## config.mk

```make
export PLATFORM = sky130hd
export DESIGN_NAME = controller_sequencer
export DESIGN_NICKNAME = d
export VERILOG_FILES = /design/src/rtl/sap1_pkg.sv /design/src/rtl/controller_sequencer_ring_counter.sv /design/src/rtl/controller_sequencer.sv
export SDC_FILE = /design/constraint.sdc
export NUM_CORES = 1
export LEC_CHECK = 0
export ABC_CLOCK_PERIOD_IN_PS = 1700
export CORE_MARGIN = 2
export CORE_UTILIZATION = 49
export CTS_CLUSTER_SIZE = 8
export DETAILED_ROUTE_END_ITERATION = 6
export DONT_BUFFER_PORTS = 1
export HOLD_SLACK_MARGIN = 0.03
export PLACE_DENSITY = 0.71
export SETUP_SLACK_MARGIN = 0.1
export SYNTH_ARGS = -nofsm -noshare
export SYNTH_HDL_FRONTEND = slang
export SYNTH_SLANG_ARGS = --single-unit
```

## constraint.sdc

```tcl
create_clock -name CLK_bar -period 1.7 [get_ports CLK_bar]
set_input_delay 0.17 -clock CLK_bar [delete_from_list [all_inputs] [get_ports CLK_bar]]
set_output_delay 0.17 -clock CLK_bar [all_outputs]
set_load 0.01 [all_outputs]
```

## src/rtl/sap1_pkg.sv

```systemverilog
// SAP-1 shared definitions: opcodes, control-word bit positions, ring states
// and the per-step control words used by the controller-sequencer.
package sap1_pkg;

    // Opcodes as they appear in IR[7:4]
    typedef enum logic [3:0] {
        OP_LDA = 4'h0,
        OP_ADD = 4'h1,
        OP_SUB = 4'h2,
        OP_OUT = 4'hE,
        OP_HLT = 4'hF
    } opcode_e;

    // Bit positions inside CON = {Cp,Ep,Lm_bar,CE_bar,Li_bar,Ei_bar,La_bar,Ea,Su,Eu,Lb_bar,Lo_bar}
    localparam int CON_CP     = 11;
    localparam int CON_EP     = 10;
    localparam int CON_LM_BAR = 9;
    localparam int CON_CE_BAR = 8;
    localparam int CON_LI_BAR = 7;
    localparam int CON_EI_BAR = 6;
    localparam int CON_LA_BAR = 5;
    localparam int CON_EA     = 4;
    localparam int CON_SU     = 3;
    localparam int CON_EU     = 2;
    localparam int CON_LB_BAR = 1;
    localparam int CON_LO_BAR = 0;

    // Control words: every active-low load/enable deasserted is the idle word
    localparam logic [11:0] CON_NOP    = 12'h3E3;
    localparam logic [11:0] CON_FETCH1 = 12'h5E3;  // Ep, Lm
    localparam logic [11:0] CON_FETCH2 = 12'hBE3;  // Cp
    localparam logic [11:0] CON_FETCH3 = 12'h263;  // CE, Li
    localparam logic [11:0] CON_EI_LM  = 12'h1A3;  // Ei, Lm (operand address)
    localparam logic [11:0] CON_CE_LA  = 12'h2C3;  // CE, La
    localparam logic [11:0] CON_CE_LB  = 12'h2E1;  // CE, Lb
    localparam logic [11:0] CON_ADD_LA = 12'h3C7;  // Eu, La
    localparam logic [11:0] CON_SUB_LA = 12'h3CF;  // Su, Eu, La
    localparam logic [11:0] CON_EA_LO  = 12'h3F2;  // Ea, Lo

    // One-hot ring state, bit0 = T1
    typedef logic [5:0] t_state_t;
    localparam t_state_t T1 = 6'b000001;
    localparam t_state_t T2 = 6'b000010;
    localparam t_state_t T3 = 6'b000100;
    localparam t_state_t T4 = 6'b001000;
    localparam t_state_t T5 = 6'b010000;
    localparam t_state_t T6 = 6'b100000;

    // Number of bus drivers a control word turns on (Ep, CE, Ei, Ea, Eu)
    function automatic int unsigned con_bus_drivers(input logic [11:0] c);
        return int'(c[CON_EP]) + int'(!c[CON_CE_BAR]) + int'(!c[CON_EI_BAR])
             + int'(c[CON_EA]) + int'(c[CON_EU]);
    endfunction

endpackage

```

## src/rtl/controller_sequencer_ring_counter.sv

```systemverilog
// One-hot ring counter: rotates left on enable, T6 wraps to T1, sync clear to T1.
module ring_counter
    import sap1_pkg::*;
#(
    parameter int T_STATES = 6
) (
    input  logic                CLK_bar,
    input  logic                CLR_bar,
    input  logic                en,
    output logic [T_STATES-1:0] t_state
);

    logic [T_STATES-1:0] t_next;

    // Next ring value: rotate left when enabled, otherwise hold
    always_comb begin
        t_next = t_state;
        if (en) begin
            t_next = {t_state[T_STATES-2:0], t_state[T_STATES-1]};
        end
    end

    // Ring register with synchronous active-low clear back to T1
    always_ff @(posedge CLK_bar) begin
        if (!CLR_bar) begin
            t_state <= T_STATES'(1);
        end else begin
            t_state <= t_next;
        end
    end

endmodule

```

## src/rtl/controller_sequencer.sv

```systemverilog
// SAP-1 controller-sequencer: T1..T6 ring, opcode decoder, run/step control
// and sticky halt. CON is driven only in the cycle the ring advances.
module controller_sequencer
    import sap1_pkg::*;
#(
    parameter int OP_W     = 4,
    parameter int CON_W    = 12,
    parameter int T_STATES = 6
) (
    input  logic                CLK_bar,
    input  logic                CLR_bar,
    input  logic [OP_W-1:0]     opcode,
    input  logic                auto_run,
    input  logic                step,
    output logic [CON_W-1:0]    con,
    output logic [T_STATES-1:0] t_state,
    output logic                hlt
);

    logic             step_q;
    logic             advance;
    logic             hlt_set;
    logic             ring_en;
    logic [CON_W-1:0] con_dec;

    // Advance on every clock in auto-run, or on a rising step edge; halt blocks both
    always_comb begin
        advance = !hlt && (auto_run || (step && !step_q));
        hlt_set = advance && (t_state == T4) && (opcode == OP_HLT);
        // HLT freezes the ring at T4 instead of moving on to T5
        ring_en = advance && !hlt_set;
    end

    ring_counter #(
        .T_STATES (T_STATES)
    ) u_ring (
        .CLK_bar (CLK_bar),
        .CLR_bar (CLR_bar),
        .en      (ring_en),
        .t_state (t_state)
    );

    // Step edge detector and sticky halt; step_q resets high so a held step is ignored
    always_ff @(posedge CLK_bar) begin
        if (!CLR_bar) begin
            step_q <= 1'b1;
            hlt    <= 1'b0;
        end else begin
            step_q <= step;
            if (hlt_set) begin
                hlt <= 1'b1;
            end
        end
    end

    // Decode the control word for the current T-state and opcode
    always_comb begin
        con_dec = CON_NOP;
        case (t_state)
            T1: con_dec = CON_FETCH1;
            T2: con_dec = CON_FETCH2;
            T3: con_dec = CON_FETCH3;
            T4: begin
                case (opcode)
                    OP_LDA:  con_dec = CON_EI_LM;
                    OP_ADD:  con_dec = CON_EI_LM;
                    OP_SUB:  con_dec = CON_EI_LM;
                    OP_OUT:  con_dec = CON_EA_LO;
                    default: con_dec = CON_NOP;
                endcase
            end
            T5: begin
                case (opcode)
                    OP_LDA:  con_dec = CON_CE_LA;
                    OP_ADD:  con_dec = CON_CE_LB;
                    OP_SUB:  con_dec = CON_CE_LB;
                    default: con_dec = CON_NOP;
                endcase
            end
            T6: begin
                case (opcode)
                    OP_ADD:  con_dec = CON_ADD_LA;
                    OP_SUB:  con_dec = CON_SUB_LA;
                    default: con_dec = CON_NOP;
                endcase
            end
            default: con_dec = CON_NOP;
        endcase
    end

    // Idle word during reset or stall, so no load or Cp pulse is ever repeated
    always_comb begin
        con = CON_NOP;
        if (CLR_bar && advance) begin
            con = con_dec;
        end
    end

endmodule
```

# After elaboration in Yosys (flattened, before gate mapping)
# Index checks and enable logic that the tools add are counted.
# op_classes
eq_ne	10
n_reduce_logical	13
mux	5
# op_table
op	count
$pmux W12 S6	1
$pmux W10 S2	1
$pmux W9 S2	1
$mux W12	1
$pmux W6 S2	1
$eq A4 B4 Y1 const B	2
$eq A6 B1 Y1 const B	1
$eq A6 B2 Y1 const B	1
$eq A6 B3 Y1 const B	1
$eq A6 B4 Y1 const B	1
$eq A6 B5 Y1 const B	1
$eq A6 B6 Y1 const B	1
$logic_and A1 B1 Y1	6
$eq A4 B1 Y1 const B	1
$eq A4 B2 Y1 const B	1
$logic_not A4 Y1	1
$logic_not A1 Y1	3
$reduce_or A3 Y1	1
$reduce_or A2 Y1	1
$logic_or A1 B1 Y1	1
# word_totals
input_bits	8
wordCells	31
register_bits	8
output_inout_bits	19

# Logic depth before layout (Yosys ltp)
# logic_depth
depth_word	8
mapped_depth	5
depth_no_buf	4

# Cells and area by module
# From an unflattened synthesis, not the netlist that was laid out.
# unflattened
hier_cells	74
area_unflattened_um2	671.9
# modules_own_cells
mod	seq_area_each_um2	instances	area_per_inst_um2	cells_each
controller_sequencer	40.0	1	445.4	55
ring_counter	120.1	1	226.5	19

# Least setup slack after synthesis
# Ideal clock, no wire load.
# synth_timing
path_type	register to output
startpoint	register u_ring.t_state[2]
endpoint	output con[9]
slack_ns	-0.187
t_required_ns	1.530
path_buffers	1
t_arrival_ns	1.717
path_stages_with_launch	6
path_cell_list	dfxtp_1 buf_6 or4_4 or3b_4 nand4_4 o2111ai_1
# synth_between
elab_chain_cells	3
elab_cells_between_ends	8
classes_between	6 x eq/ne; 2 x mux
# synth_lines
element	line	text
start: declaration	controller_sequencer_ring_counter.sv:10	output logic [T_STATES-1:0] t_state
start signal: assignment	controller_sequencer_ring_counter.sv:28	t_state <= t_next;
$eq A6 B6 Y1 (tied with other cells)	controller_sequencer.sv:59	case (t_state)
$pmux W12 S6 (*)	controller_sequencer.sv:59	
$mux W12 (*)	controller_sequencer.sv:94	if (CLR_bar && advance) begin
end: declaration	controller_sequencer.sv:15	output logic [CON_W-1:0] con,
# Every way passes the cells marked *; elsewhere a longest branch is shown, timed or not.

# Worst setup path after layout
# layout_timing
startpoint	register u_ring.t_state[3]
endpoint	output con[1]
# The elaborated chain is that of the path after synthesis.

==> run summary <==
Initial Utilization: 0.5202
CTS tree: done
clock latency on the worst-skew pair: 0.26 ns
Max Freq: 508.6 MHz
Critical R2R Capture: u_ring.t_state[4]$_SDFFE_PN0P_
Reg2Reg Setup Slack: 0.23 ns
Worst Path Class, Setup: reg -> out
Gate power share: 0.345
die area: 1695 sq um
TritonCTS Buffers: 3
clk slew on worst S/H paths: 0.05 ns
Avg Cell Area, Syn: 7.358 sq um
RD Place Congestion: 0.6665
Die Height: 41.17 um
YS warnings: 0
total grt overflow: 0
Synth Instances: 92
pre-CTS WS: -0.04143 ns
first-pass GRT wire length: 2766 um
number of flops mapped to enable cells by yosys: 0
Net count, final: 115
cell taking the most area after synthesis: dfxtp_1
fill cell count: 103
Max Cap Viol: 0
Setup-failing EPs final: 11
asr flop ratio synth: 0
GRT Total Usage: 0.2547
post-route minimum period: 1.966 ns
Port Buffers: 0
drt initial violations: 20
Setup WS post-layout: -0.2660 ns
Antenna diodes: 0
Via density: 6.167
hold endpoint: u_ring.t_state[1]$_SDFFE_PN0P_
core area: 1301 sq um
P&R area growth vs syn: 43.99%
worst hold slack: 0.05708 ns
power density over the cells: 564.2 nW/um^2
share of post-route cells with drive strength above 1: 0.4000
Critical Path End Type: primary output
Worst Clk Skew: 0.006654 ns
Die X: 41.17 um
Power Internal: 0.3702 mW
DP Area: 770.7 sq um
Sink Count: 8
fin crit share: 1.156
NetSw: 0.1798 mW
Critical Path RT: 1.53 ns
Detailed Place HPWL: 1211 um
peak supply drop: 509.2 uV
synth cell count leaders: 11 x nand2_1, 9 x nor2_1, 8 x dfxtp_1
post-route cell area: 974.7 sq um
worst relative slew slack: 0.5897
hold path depth: 2
Overall Power: 0.5499 mW
failing checks: negative setup slack
Main synth FF type: dfxtp_1
status: finished with violations
num rows: 13
Synth area leaders: dfxtp_1 24%, mux2i_1 8.9%, nand2_1 6.1%, nor2_1 5.0%, nor2b_1 4.6%
Avg WL per Cell: 15.56 um
worst r2r src: u_ring.t_state[1]$_SDFFE_PN0P_
RSZ-0062 raised after global routing: yes
CP arrival: 1.80 ns
sequential share of power: 0.395
cell count after placement: 111
post-synth top area share: 0.2366
antenna violations before repair: 0
min-delay src: CLR_bar
worst-margin pin slew: 0.6154 ns
Layout Cells excl Fill: 120
post-synth cell types: 32
htree depth: 1
leakage: 0.3773 nW
drt pass-1 iters: 4
Syn Std Cell Area: 676.9 sq um
vias in the first global route: 647
CTS root buf: clkbuf_4
CP Max Fanout: 6
clock buffer depth: 2
io pins: 27
#FFs+latches synth: 8
Vias: 740
largest net degree at the start of global routing: 12
DRT Wirelength: 1867 um
Switching Fraction: 0.3269
R2R depth: 4
Post-DRT Antenna Nets: 0
DRC viols: 0
crit start category: flip-flop
Final Slew Violations: 0
most common cell in the netlist: nand2_1
syn nets: 100
endpoints failing hold: 0
Hold Path Class: in -> reg
Clock power frac: 0.259
sequential share of the synthesized area: 0.2366
==> cells in the final DEF (no fill, tap or decap), types with 2 or more instances in the layout <==
cell / n
nor3_2: 2
nor2_4: 2
nand4_1: 3
o21ai_0: 5
buf_6: 2
nand2_1: 10
a21oi_1: 3
dfxtp_1: 4
nor2_1: 7
nor4_4: 2
clkbuf_4: 3
dlygate4sd3_1: 2
nor2b_1: 5
xor2_1: 2
buf_4: 12
o211ai_1: 3
mux2i_1: 6
nand2b_1: 3
dfxtp_2: 4
and4_1: 2
nor3_4: 2
==> worst max-delay path, stage by stage (launching register included) <==
cell and delay [ns]:
dfxtp_2 0.31, or4_4 0.53, or3b_4 0.42, nand4_4 0.12, nand4_1 0.17
==> registers in the layout, indices dropped and copies added, names as in the netlist <==
| register | flops |
|---|---|
| u_ring.t_state | 6 |
| hlt | 1 |
| step_q | 1 |
==> worst max path at each step <==
stage / from / endpoint / cells after the start
after floorplan: u_ring.t_state[2]$_SDFFE_PN0P_ / con[1] / 5
after global placement: u_ring.t_state[3]$_SDFFE_PN0P_ / con[1] / 4
after detailed placement: u_ring.t_state[3]$_SDFFE_PN0P_ / con[5] / 4
after CTS: u_ring.t_state[3]$_SDFFE_PN0P_ / con[5] / 4
after global routing: u_ring.t_state[3]$_SDFFE_PN0P_ / con[5] / 4
final: u_ring.t_state[3]$_SDFFE_PN0P_ / con[1] / 4
==> layer usage <==
metal  GRT usage  part of all wire  vias to the layer above  wire (um)
met5           0                 0                        -          0
li1            -                 -                      369          -
met3     0.04891             0.062                        5        116
met4      0.1613             0.018                        0         34
met2      0.4492              0.52                       31        962
met1      0.2736              0.40                      335        753
==> cell type report <==
cell class                 count  area, sq um  share of cell area
multi-input combinational     76        616.8              0.6329
sequential                     8        165.2              0.1694
timing repair buffer          17        147.6              0.1515
inverter                       1        3.754            0.003851
tap                           15        18.77             0.01926
clock buffer                   3        22.52             0.02311
==> metrics by stage <==
step	TNS, ns	util
after floorplan	-0.6828	-
after global placement	-0.06550	0.5923
after detailed placement	-0.1572	0.5923
after CTS	-2.098	0.7385
after global routing	-2.659	0.7490
final	-2.161	0.7490
==> what timing repair did <==
action,in CTS,in global routing
endpoints found under the hold margin,2,0
resized for setup,24,3
hold buffers,2,0
gates cloned,0,0
setup buffers,4,0
endpoints found under the setup margin,15,16
pin swaps,12,6
==> logic make-up (layout without fill, tap and decap cells) <==
group / count (synthesis) / in the layout / share of synthesized area
compound gates: 18 / 18 / 0.1645
simple gates: 49 / 49 / 0.4159
flops: 8 / 8 / 0.2366
mux: 6 / 6 / 0.08873
buf+inv: 8 / 21 / 0.05544
xor+xnor: 3 / 3 / 0.03882
==> power by group through the flow <==
stage               clock network [mW]  logic, mW  registers [mW]
floorplan                            0      0.119           0.208
global placement                     0      0.138           0.212
detailed placement                   0      0.141           0.213
CTS                              0.147      0.182           0.217
global route                     0.150      0.203           0.219
finish                           0.142      0.190           0.217
(Power assumes the default switching activity.)
